--- config.mk ---
export PLATFORM = sky130hd
export DESIGN_NAME = instr_fetch_unit
export DESIGN_NICKNAME = d
export VERILOG_FILES = /design/src/rtl/fetch_pkg.sv /design/src/rtl/fetch_timeout.sv /design/src/rtl/instr_fetch_unit.sv
export SDC_FILE = /design/constraint.sdc
export NUM_CORES = 1
export LEC_CHECK = 0
export BUFFER_PORTS_ARGS = -buffer_cell sky130_fd_sc_hd__buf_2
export CORE_MARGIN = 8
export CORE_UTILIZATION = 38
export CTS_CLUSTER_SIZE = 25
export DETAILED_ROUTE_END_ITERATION = 16
export PLACE_DENSITY = 0.77
export SYNTH_ARGS = -nofsm -noshare
export SYNTH_HDL_FRONTEND = slang
export SYNTH_HIERARCHICAL = 1
export SYNTH_SLANG_ARGS = --single-unit
--- constraint.sdc ---
create_clock -name CLK -period 1.7 [get_ports CLK]
set_clock_uncertainty 0.15 [all_clocks]
set_input_delay 0.425 -clock CLK [delete_from_list [all_inputs] [get_ports CLK]]
set_output_delay 0.425 -clock CLK [all_outputs]
set_load 0.02 [all_outputs]
--- src/rtl/fetch_pkg.sv ---
// fetch_pkg: state encoding and instruction-format constants shared by fetch and decode.
package fetch_pkg;
  typedef enum logic [2:0] {
    S_OP    = 3'd0,
    S_OPR   = 3'd1,
    S_HOLD  = 3'd2,
    S_FLUSH = 3'd3,
    S_ERR   = 3'd4
  } fetch_state_e;
  localparam int         OP_LEN2_BIT = 7;
  localparam logic [7:0] NOP_OPERAND = 8'h00;
endpackage

--- src/rtl/fetch_timeout.sv ---
// fetch_timeout: wait-cycle counter that flags a memory request outstanding for TIMEOUT_CYCLES.
// Present only when FETCH_TIMEOUT_EN is defined.
`ifdef FETCH_TIMEOUT_EN
module fetch_timeout #(
  parameter int TIMEOUT_CYCLES = 255
) (
  input  logic CLK,
  input  logic RST_N,
  input  logic wait_i,
  output logic hit_o
);
  logic [7:0] cnt_q, cnt_d;
  assign cnt_d = wait_i ? cnt_q + 8'd1 : 8'd0;
  // Fires on the edge that completes the last allowed waiting cycle.
  assign hit_o = wait_i && cnt_q == 8'(TIMEOUT_CYCLES - 1);
  always_ff @(posedge CLK or negedge RST_N)
    if (!RST_N) cnt_q <= 8'd0;
    else        cnt_q <= cnt_d;
endmodule
`endif

--- src/rtl/instr_fetch_unit.sv ---
// instr_fetch_unit: fetches 1/2-byte instructions over a req/ready handshake into a held IR.
// Optional FETCH_TIMEOUT_EN adds a sticky timeout error state exited only by FLUSH.
module instr_fetch_unit
  import fetch_pkg::*;
#(
  parameter int TIMEOUT_CYCLES = 255
) (
  input  logic       CLK,
  input  logic       RST_N,
  input  logic [7:0] PC_in,
  output logic       I_PC,
  output logic       IM_req,
  output logic [7:0] IM_addr,
  input  logic       IM_ready,
  input  logic [7:0] IM_data,
  input  logic       FLUSH,
  input  logic       IR_ack,
  output logic       IR_valid,
  output logic [7:0] IR_op,
  output logic [7:0] IR_operand,
  output logic       IR_len2,
  output logic       FETCH_ERR
);
  fetch_state_e state_q, state_d;
  logic [7:0]   ir_op_q, ir_operand_q;
  logic         ir_len2_q, take, timeout;

  assign IM_req     = state_q == S_OP || state_q == S_OPR;
  assign IM_addr    = PC_in;
  assign take       = IM_ready & IM_req & ~FLUSH;
  assign I_PC       = take;
  assign IR_valid   = state_q == S_HOLD;
  assign IR_op      = ir_op_q;
  assign IR_operand = ir_operand_q;
  assign IR_len2    = ir_len2_q;

`ifdef FETCH_TIMEOUT_EN
  fetch_timeout #(.TIMEOUT_CYCLES(TIMEOUT_CYCLES)) u_timeout (
    .CLK    (CLK),
    .RST_N  (RST_N),
    .wait_i (IM_req & ~IM_ready & ~FLUSH),
    .hit_o  (timeout)
  );
  assign FETCH_ERR = state_q == S_ERR;
`else
  logic [7:0] unused_timeout_cycles;
  assign unused_timeout_cycles = 8'(TIMEOUT_CYCLES);
  assign timeout   = 1'b0;
  assign FETCH_ERR = 1'b0;
`endif

  // FLUSH outranks everything, including a byte arriving in the same cycle.
  always_comb begin
    state_d = state_q;
    if (FLUSH) state_d = S_FLUSH;
    else if (timeout) state_d = S_ERR;
    else
      case (state_q)
        S_OP:    if (take) state_d = IM_data[OP_LEN2_BIT] ? S_OPR : S_HOLD;
        S_OPR:   if (take) state_d = S_HOLD;
        S_HOLD:  if (IR_ack) state_d = S_OP;
        S_FLUSH: state_d = S_OP;
        default: state_d = state_q;
      endcase
  end

  always_ff @(posedge CLK or negedge RST_N)
    if (!RST_N) begin
      state_q      <= S_OP;
      ir_op_q      <= 8'h00;
      ir_operand_q <= 8'h00;
      ir_len2_q    <= 1'b0;
    end else begin
      state_q <= state_d;
      if (take && state_q == S_OP) begin
        ir_op_q   <= IM_data;
        ir_len2_q <= IM_data[OP_LEN2_BIT];
        if (!IM_data[OP_LEN2_BIT]) ir_operand_q <= NOP_OPERAND;
      end
      if (take && state_q == S_OPR) ir_operand_q <= IM_data;
    end
endmodule

==> results.md <==
* All-Layer GR Usage at around a tenth
* H-Tree Depth at 1
* CP Capture Type: output port
* Pins over their slew limit at 0
* Syn_area_per_cell at 12.3 um^2
* Synth warn at 6
* Diode count at 0
* First-pass GRT wire length at 3.39 mm
* F_max at 0.522 GHz
* Clock root buffer master: clkbuf_4
* I/O Buffers at 32
* Number of synthesized flops with an enable pin at 0
* Worst-path clk slew at ~0.10 ns
* Dpl cells at between 100 and 150
* Antenna violations before repair at 0
* Highest Signal Layer: met3
* Setup TNS at -2.02 ns
* Synth area leader: dfrtp_1
* R2r worst-path depth at 5
* Critical path type: reg2out
* R2r setup slk at -0.16 ns
* Total number of vias at 649
* Failing checks: negative setup slack
* Pre-CTS setup slack at -0.108 ns
* Critical Path RT at about 1.1 ns
* Clk buf depth at 2
* Fin area at 1150 um^2
* Post-synth top area share at between 50% and 60%
* CTS tree: done
* Mapped Nets at 93
* Met2 WL at 1.01 mm
* LEAKAGE at 0.598 nW
* CTS buffer count at 3
* Crit Path Max Fanout at 3
* Io pins at 50
* Ys async rst share at 100%
* Routability Congestion at between 0.6 and 0.7
* DR WL/cell at about 16 um
* Startpoint Class: flop
* Power per cell area at 1940 nW/um^2
* Max cap viols at 0
* DP Area at 992 um^2
* Core area at 2170 um^2
* Fin crit period at 1.91 ns
* Crit Reg-Reg Startpoint: state_q[0]$_DFFE_PN0P_
* Share of layout cells above drive strength 1 at 61.9%
* DIE HEIGHT at 63.3 um
* Net count reported at finish at 130
* Status: finished, violations left
* Finished Layout Cells at roughly 130
* RSZ-0062 raised after global routing: yes
* Final worst slack at -0.214 ns
* M1 WL at 910 um
* Area growth syn-to-layout at 35.3%
* Final period util at 113%
* Clk_lat worst skew at 0.29 ns
* WL final at approximately 2.1 mm
* FF+latch count, synth at 18
* Num rows at 17
* Antenna Nets Post-Route at 0
* Reg-to-Reg End: state_q[1]$_DFFE_PN0P_
* Sink of the worst hold path: IR_operand[5]$_DFFE_PN0P_
* Detailed-route DRC error count at 0
* Met3 wire length at roughly 180 um
* Final setup viols at 20
* Hold depth at 2
* Die W at 63.3 um
* Worst min-delay path class: in2reg
* Synth area leaders: dfrtp_1, mux2_2, buf_4, a22o_1, ha_1
* Largest net degree at the start of global routing at 19
* Max VDD drop at 0.905 mV
* Die Area at ~4000 um^2
* Arrival @ worst endpoint at between 1 and 1.5 ns
* Hold_sp: IM_data[5]
* HPWL after detailed placement at 1.42 mm
* Syn Inst Count at between 60 and 70
* Initial core utilization at 39.2%
* GRT overflow at 0
* Vias/cell at between 4 and 5
* Vias in the first global route at roughly 700
* Cell Area, Synth at around 850 um^2
* Final hold vios at 0
* Pre-antenna DRT Iters at 2
* Sequential area share after synthesis at a little over half
* DRT iter0 DRCs at 21
* Cell variety after synth at 20
* Top FF cell, synth: dfrtp_1
* Sink Count at 18
## where the power goes
group | internal (W) | switching (W)
Sequential | 0.000626 | 0.000116
Clock | 0.000130 | 0.000126
Combinational | 0.000584 | 0.000652
Total | 0.00134 | 0.000894
## per-stage QoR
step | utilization, % | hold slack, ns | total power (W)
5_1_grt | 53.1 | 0.204 | 0.00237
3_5_place_dp | 45.7 | 0.221 | 0.00174
6_report | 53.1 | 0.216 | 0.00223
4_1_cts | 52.0 | 0.206 | 0.00221
3_3_place_gp | 45.7 | 0.216 | 0.00170
2_1_floorplan | - | -0.0206 | 0.00143
## state kept, by name (all words and copies together), names as in the netlist
name        flops
IR_op           8
IR_operand      8
state_q         2
## area by class of cell
class	count	area [um^2]
tap	28	35.0
timing repair buffer	43	264
clock buffer	4	36.3
fill	206	1020
multi-input combinational	36	350
sequential	18	450
inverter	4	15.0
## worst max-delay path: stages, from the launching register on
cell,delay (ns)
dfrtp_1,0.45
inv_2,0.11
ha_4,0.16
nor2_4,0.04
nor2b_2,0.16
buf_6,0.14
## Yosys cell counts, drive strengths merged (2+ instances only)
master  instances
buf            10
nor2b           3
a221o           2
nor2            3
dfrtp          18
a22o            7
mux2            8
ha              3
inv             4
## placed cells by master, fill, tap and decap left out, drive strengths merged
cell and n:
a221o 2, or3b 1, nor2b 3, ha 3, a21oi 1, a22o 7, dlygate4sd3 1, buf 42
nor2 3, inv 4, clkbuf 4, and2 1, dfrtp 18, o21ai 1, and3 1, and3b 1
conb 1, nand2b 1, o211ai 1, mux2 8, nand2 1
## logic make-up after synthesis
kind of cell	share of synthesized area, %
buffers and inverters	11.0
muxes	10.6
and+or+nand+nor	8.97
other	0.441
DFF	52.9
AOI/OAI and AO/OA	11.6
adders and majority gates	4.41
## worst max-delay path by stage
stage,from,slack (ns),depth (start not counted),endpoint
after floorplan,state_q[0]$_DFFE_PN0P_,-0.01,5,state_q[1]$_DFFE_PN0P_
after global placement,state_q[0]$_DFFE_PN0P_,-0.05,5,state_q[1]$_DFFE_PN0P_
after detailed placement,state_q[1]$_DFFE_PN0P_,-0.11,5,state_q[1]$_DFFE_PN0P_
after CTS,state_q[0]$_DFFE_PN0P_,-0.17,5,I_PC
after global routing,state_q[0]$_DFFE_PN0P_,-0.26,5,I_PC
final,state_q[0]$_DFFE_PN0P_,-0.21,5,I_PC
## routing by layer
layer / vias up / GRT usage (%)
met2: 31 / 16.8
met3: 0 / 6.01
li1: 301 / -
met4: 0 / 1.11
met1: 317 / 11.7
met5: - / 0
## what timing repair did
action,4_1_cts,5_1_grt
buffers inserted,5,2
resized for setup,15,2
hold buffers,1,0
pin swaps,2,2
endpoints found under the hold margin,18,0
endpoints found under the setup margin,12,12
Power figures use the tool's default switching activity.
